**src/rtl/ram_pkg.sv**
```systemverilog
// Shared constants and types for the true dual-port RAM.
// Read-during-write modes and clear-sequencer states.
package ram_pkg;

  localparam int RW_WRITE_FIRST = 0;
  localparam int RW_READ_FIRST  = 1;
  localparam int RW_NO_CHANGE   = 2;

  typedef enum logic {
    INIT  = 1'b0,
    READY = 1'b1
  } state_t;

endpackage

```
**src/rtl/ram_init_seq.sv**
```systemverilog
// Post-reset clear sequencer for the RAM array.
// Walks every address once, writing zero, then parks in READY.
module ram_init_seq
  import ram_pkg::*;
#(
  parameter int ADDR_W = 4
) (
  input  logic              clk,
  input  logic              rst_n,
  output logic              init_busy,
  output logic              clr_we,
  output logic [ADDR_W-1:0] clr_addr
);

  localparam logic [ADDR_W-1:0] LAST = {ADDR_W{1'b1}};

  state_t            state, state_nxt;
  logic [ADDR_W-1:0] cnt, cnt_nxt;

  // State and clear-counter registers
  always_ff @(posedge clk) begin
    if (!rst_n) begin
      state <= INIT;
      cnt   <= '0;
    end else begin
      state <= state_nxt;
      cnt   <= cnt_nxt;
    end
  end

  // Next-state and clear-write decode
  always_comb begin
    state_nxt = state;
    cnt_nxt   = cnt;
    clr_we    = 1'b0;
    clr_addr  = cnt;
    init_busy = 1'b0;
    unique case (state)
      INIT: begin
        init_busy = 1'b1;
        clr_we    = 1'b1;
        if (cnt == LAST) begin
          state_nxt = READY;
        end else begin
          cnt_nxt = cnt + 1'b1;
        end
      end
      READY: begin
        init_busy = 1'b0;
      end
      default: begin
        state_nxt = INIT;
      end
    endcase
  end

endmodule

```
**src/rtl/true_dual_port_ram.sv**
```systemverilog
// Parametrised true dual-port synchronous RAM.
// Registered reads, selectable read-during-write, cleared after reset.
module true_dual_port_ram
  import ram_pkg::*;
#(
  parameter int DATA_W  = 8,
  parameter int ADDR_W  = 4,
  parameter int RW_MODE = 0
) (
  input  logic              clk,
  input  logic              rst_n,
  input  logic              port_en_0,
  input  logic              port_en_1,
  input  logic              wr_en_0,
  input  logic              wr_en_1,
  input  logic [ADDR_W-1:0] addr_in_0,
  input  logic [ADDR_W-1:0] addr_in_1,
  input  logic [DATA_W-1:0] data_in_0,
  input  logic [DATA_W-1:0] data_in_1,
  output logic [DATA_W-1:0] data_out_0,
  output logic [DATA_W-1:0] data_out_1,
  output logic              rd_valid_0,
  output logic              rd_valid_1,
  output logic              collision,
  output logic              init_busy
);

  localparam int DEPTH = 1 << ADDR_W;

  logic [DATA_W-1:0] mem [DEPTH];

  logic              clr_we;
  logic [ADDR_W-1:0] clr_addr;
  logic              ready;
  logic              acc_0, acc_1;
  logic              uw_0, uw_1;
  logic              we_0;
  logic [ADDR_W-1:0] wa_0;
  logic [DATA_W-1:0] wd_0;

  ram_init_seq #(
    .ADDR_W (ADDR_W)
  ) u_init (
    .clk       (clk),
    .rst_n     (rst_n),
    .init_busy (init_busy),
    .clr_we    (clr_we),
    .clr_addr  (clr_addr)
  );

  assign ready = ~init_busy;
  assign acc_0 = ready & port_en_0;
  assign acc_1 = ready & port_en_1;
  assign uw_0  = acc_0 & wr_en_0;
  assign uw_1  = acc_1 & wr_en_1;

  // Clear sequence borrows port 0's write path
  assign we_0 = clr_we | uw_0;
  assign wa_0 = clr_we ? clr_addr : addr_in_0;
  assign wd_0 = clr_we ? '0 : data_in_0;

  // Array writes; port 0 listed last so it wins a collision
  always_ff @(posedge clk) begin
    if (rst_n) begin
      if (uw_1) mem[addr_in_1] <= data_in_1;
      if (we_0) mem[wa_0] <= wd_0;
    end
  end

  // Port 0 output register
  always_ff @(posedge clk) begin
    if (!rst_n) begin
      data_out_0 <= '0;
      rd_valid_0 <= 1'b0;
    end else begin
      rd_valid_0 <= acc_0 & ~wr_en_0;
      if (acc_0 && !wr_en_0) begin
        data_out_0 <= mem[addr_in_0];
      end else if (uw_0) begin
        if (RW_MODE == RW_WRITE_FIRST) begin
          data_out_0 <= data_in_0;
        end else if (RW_MODE == RW_READ_FIRST) begin
          data_out_0 <= mem[addr_in_0];
        end
      end
    end
  end

  // Port 1 output register
  always_ff @(posedge clk) begin
    if (!rst_n) begin
      data_out_1 <= '0;
      rd_valid_1 <= 1'b0;
    end else begin
      rd_valid_1 <= acc_1 & ~wr_en_1;
      if (acc_1 && !wr_en_1) begin
        data_out_1 <= mem[addr_in_1];
      end else if (uw_1) begin
        if (RW_MODE == RW_WRITE_FIRST) begin
          data_out_1 <= data_in_1;
        end else if (RW_MODE == RW_READ_FIRST) begin
          data_out_1 <= mem[addr_in_1];
        end
      end
    end
  end

  // Same-address double write flag
  always_ff @(posedge clk) begin
    if (!rst_n) begin
      collision <= 1'b0;
    end else begin
      collision <= uw_0 & uw_1 & (addr_in_0 == addr_in_1);
    end
  end

endmodule
```
**config.mk**
```make
export PLATFORM = sky130hd
export DESIGN_NAME = true_dual_port_ram
export DESIGN_NICKNAME = d
export VERILOG_FILES = /design/src/rtl/ram_pkg.sv /design/src/rtl/ram_init_seq.sv /design/src/rtl/true_dual_port_ram.sv
export SDC_FILE = /design/constraint.sdc
export NUM_CORES = 1
export LEC_CHECK = 0
export ABC_AREA = 1
export BUFFER_PORTS_ARGS = -buffer_cell sky130_fd_sc_hd__buf_2
export CORE_AREA = 3 3 224 116
export DETAILED_ROUTE_END_ITERATION = 16
export DIE_AREA = 0 0 227 119
export GPL_ROUTABILITY_DRIVEN = 0
export GPL_TIMING_DRIVEN = 0
export PLACE_DENSITY_LB_ADDON = 0.08
export REMOVE_ABC_BUFFERS = 1
export SYNTH_ARGS = -nofsm -noshare
export SYNTH_HDL_FRONTEND = slang
export SYNTH_HIERARCHICAL = 1
export SYNTH_SLANG_ARGS = --single-unit
```
**constraint.sdc**
```tcl
create_clock -name clk -period 3.55 [get_ports clk]
set_input_delay 0.1775 -clock clk [delete_from_list [all_inputs] [get_ports clk]]
set_output_delay 0.1775 -clock clk [all_outputs]
set_load 0.01 [all_outputs]
```
==> results by group <==
Detailed routing
  • Vias: 8770
  • Antenna Nets Post-Route: 0
  • Detailed-route DRC error count: 0
  • M1 wire length: 15.0 mm
  • Highest Signal Layer: met4
  • Total wire length: 34.1 mm
  • Via density: 5.51
  • Post-DR wirelength/cell: 21.4 µm
  • Met2 WL: 15.3 mm
  • Drt first pass iters: 5
  • DRT iter0 DRCs: 868
  • Met3 wire len: 3.28 mm

Timing
  • Final Cycle Share: 0.925
  • Minimum clock period: 3.28 ns
  • Final worst slack: 0.266 ns
  • RSZ-0062 raised after global routing: false
  • Final Skew: 0.0117 ns
  • Rel. slew slack: 0.275
  • Max Freq: 305 MHz
  • Fin. Hold Viols: 0
  • Max-slew violations: 0
  • Slew @ Worst Pin: 1.09 ns
  • Final setup vio count: 0
  • Final TNS setup: 0 ns
  • Hold WS: 0.0544 ns

Placed design
  • Pre-CTS WS: -0.125 ns
  • Final HPWL DP: 21.9 mm
  • Area of placed instances: 9640 µm²
  • Input/output buffers: 49
  • Placed cells: 1559

Finish
  • Final Non-Filler Cells: 1593
  • Final Util: 0.428
  • Design Area, Final: 10300 µm²
  • Diode count: 0
  • Layout cells sized above 1: 0.110
  • NumNets Final: 1296
  • Area grow syn2layout: 9.78%

Clock tree
  • # Post-CTS Setup Buffers: 0
  • CTS root buf: clkbuf_16
  • CTS H-tree lvls: 4
  • CTS tree: yes
  • Clock insertion delay at the later pin of the skew report: 0.44 ns
  • Clock transition at path regs: 0.07 ns
  • TritonCTS Buffers: 17
  • Clock Sink Count: 152
  • Clock Path Buffers: 2

Critical path
  • CP bufs+invs: 3
  • Reg2reg start: u_init/state$_SDFF_PN0_
  • Crit-path cells: inv_2, nor2_1, nand3_1, inv_1, nand3_1, o21ai_1, buf_4
  • CP dominant cell by count: nand3_1
  • Delay-heaviest family, CP: simple AND/OR/NAND/NOR gates
  • CP arrival: 3.43 ns
  • Critical path's largest stage delay: 0.61 ns
  • Kind of critical path: reg -> reg
  • R2R Setup Slk: 0.27 ns
  • Worst Reg-to-Reg Cells: 7
  • Worst r2r dst: mem[8][4]$_DFFE_PP_
  • Worst endpoint required time: 3.70 ns
  • Crit start category: register
  • Setup crit end kind: register
  • Worst path slowest cell: nand3_1
  • Crit-path max FO: 18

Power
  • Clk network pwr share: 0.422
  • Leakage power: 4.53 nW
  • PD cells: 421 nW/µm²
  • Seq pwr share: 0.457
  • Net switching fraction of the power: 0.274
  • Total power: 4.32 mW
  • Combinational power share: 0.121
  • P_sw: 1.19 mW
  • Max rail drop VDD: 0.000173 V
  • Internal: 3.14 mW

Hold path
  • WHS Endpoint: data_out_0[6]$_SDFFE_PN0P_
  • Hold Crit Class: in -> reg
  • Worst hold start: data_in_0[6]
  • Hold Path Stages: 4

Synthesis
  • Yosys warnings: 6
  • Mapped cell area: 9350 µm²
  • Cell count after synthesis: 1278
  • Seq/Total Area, Yosys: 0.462
  • Post-Syn Area per Cell: 7.32 µm²
  • Unique masters post-synth: 36
  • Register bit total from synthesis: 152

Die
  • Die area: 27000 µm²
  • I/O pin cnt: 50
  • Core box area: 24000 µm²
  • Die extent in x: 227 µm
  • Die Ht: 119 µm
  • Row cnt: 40
  • Initial Utilization: 0.390

Global route
  • Global route overflow: 0
  • Vias in the first global route: 7865
  • Pin count of the biggest net entering global routing: 77
  • GRT Overall Usage: 0.254
  • First-pass GRT wire length: 50.0 mm
  • Initial antenna violation count: 0

Flow run
  • Max-cap violations: 0

Run status
  • Outcome: finished, final reports clean
-- cells in the final DEF, fill, tap and decap left out, types with 2 or more instances in the layout --
cell	instances
a21oi_1	20
a22o_1	8
buf_2	47
buf_4	10
clkbuf_16	19
clkbuf_8	3
clkinv_2	3
clkinv_4	2
dfxtp_1	24
dlygate4sd3_1	2
edfxtp_1	128
inv_1	36
inv_2	7
inv_4	4
nand2_1	539
nand2_2	17
nand2_4	2
nand3_1	99
nor2_1	70
nor2_2	3
nor3_1	3
o211ai_1	8
o21ai_0	115
o21ai_1	65
o21ai_2	15
o21bai_1	8
o31ai_2	2
or2_0	2
or2_1	2
xnor2_1	2
xor2_1	2
-- worst register-to-register path: cells and delay by family (launching register included) --
family	cells	cell delay, ns
buffers and inverters	3	0.69
flip-flops	1	0.34
AO/OA/AOI/OAI	1	0.59
AND/OR/NAND/NOR	3	1.37
-- per-layer routing --
| metal | track usage | up-vias |
|---|---|---|
| li1 | - | 4206 |
| met1 | 0.358 | 4151 |
| met2 | 0.387 | 368 |
| met3 | 0.0631 | 45 |
| met4 | 0.0712 | 0 |
| met5 | 0 | - |
-- area by class of cell --
class | count | area (µm²)
Fill cell | 2420 | 13700
Multi-Input combinational cell | 989 | 4430
Sequential cell | 152 | 4320
Clock buffer | 23 | 520
Tap cell | 315 | 394
Timing Repair Buffer | 61 | 378
Inverter | 44 | 165
Clock inverter | 9 | 57.6
-- synth_stat cells --
library cell | n | area (µm²)
nand4_1 | 1 | 6.26
clkinv_1 | 1 | 3.75
ha_1 | 1 | 12.5
xnor2_1 | 2 | 17.5
buf_2 | 4 | 20.0
nor2_1 | 70 | 263
or2_0 | 2 | 12.5
inv_1 | 39 | 146
nor2_2 | 3 | 18.8
a22o_1 | 8 | 70.1
clkbuf_2 | 1 | 5.00
o211ai_1 | 8 | 60.1
clkbuf_1 | 54 | 203
o21ai_0 | 128 | 641
o21ai_2 | 10 | 87.6
o21bai_1 | 8 | 60.1
nand2_2 | 17 | 106
edfxtp_1 | 128 | 3840
buf_4 | 3 | 22.5
or2_1 | 2 | 12.5
xor2_1 | 2 | 17.5
inv_2 | 4 | 15.0
nor3_1 | 3 | 15.0
nand2_4 | 2 | 22.5
buf_1 | 16 | 60.1
nand2_1 | 539 | 2020
a21oi_1 | 20 | 100
nand3_1 | 99 | 495
nor2_4 | 1 | 11.3
o21a_1 | 1 | 7.51
dfxtp_1 | 24 | 480
o31ai_1 | 3 | 22.5
nand3_2 | 1 | 10.0
nor4_1 | 1 | 6.26
o21ai_1 | 57 | 285
buf_6 | 15 | 169
-- sequential cells by signal, indices dropped and copies added (netlist names) --
name and count:
u_init/state 1, u_init/clr_addr 4, mem 128, data_out_1 8, rd_valid_0 1, data_out_0 8
rd_valid_1 1, collision 1
-- cell families after synthesis --
| kind of cell | synth area share |
|---|---|
| compound gates | 0.143 |
| xor+xnor | 0.00375 |
| fa+ha+maj | 0.00134 |
| buf+inv | 0.0689 |
| flops | 0.462 |
| simple gates | 0.321 |
-- power groups by stage --
stage / Sequential, mW / Combinational [mW] / Clock (mW)
global route: 1.98 / 0.571 / 1.91
detailed placement: 2.02 / 0.506 / 0
floorplan: 2.01 / 0.273 / 0
global placement: 2.01 / 0.492 / 0
CTS: 1.98 / 0.510 / 1.83
finish: 1.98 / 0.522 / 1.83
-- timing repair --
| action | 4_1_cts | 5_1_grt |
|---|---|---|
| pin swaps | 0 | 0 |
| endpoints found under the hold margin | 2 | 0 |
| hold buffers | 2 | 0 |
| endpoints found under the setup margin | 16 | 43 |
| resized for setup | 2 | 6 |
-- worst max-delay path by stage --
stage                     slack (ns)              endpoint  cells after the start                    start
after global placement         -1.42   mem[8][3]$_DFFE_PP_                      4             addr_in_1[0]
after CTS                       0.11  mem[11][1]$_DFFE_PP_                      6  u_init/state$_SDFF_PN0_
after detailed placement       -0.12   mem[0][3]$_DFFE_PP_                      7  u_init/state$_SDFF_PN0_
after global routing            0.05   mem[8][4]$_DFFE_PP_                      7  u_init/state$_SDFF_PN0_
final                           0.27   mem[8][4]$_DFFE_PP_                      7  u_init/state$_SDFF_PN0_
after floorplan                 0.79   mem[0][0]$_DFFE_PP_                      7  u_init/state$_SDFF_PN0_
No activity file was read; power rests on OpenSTA's default activity.
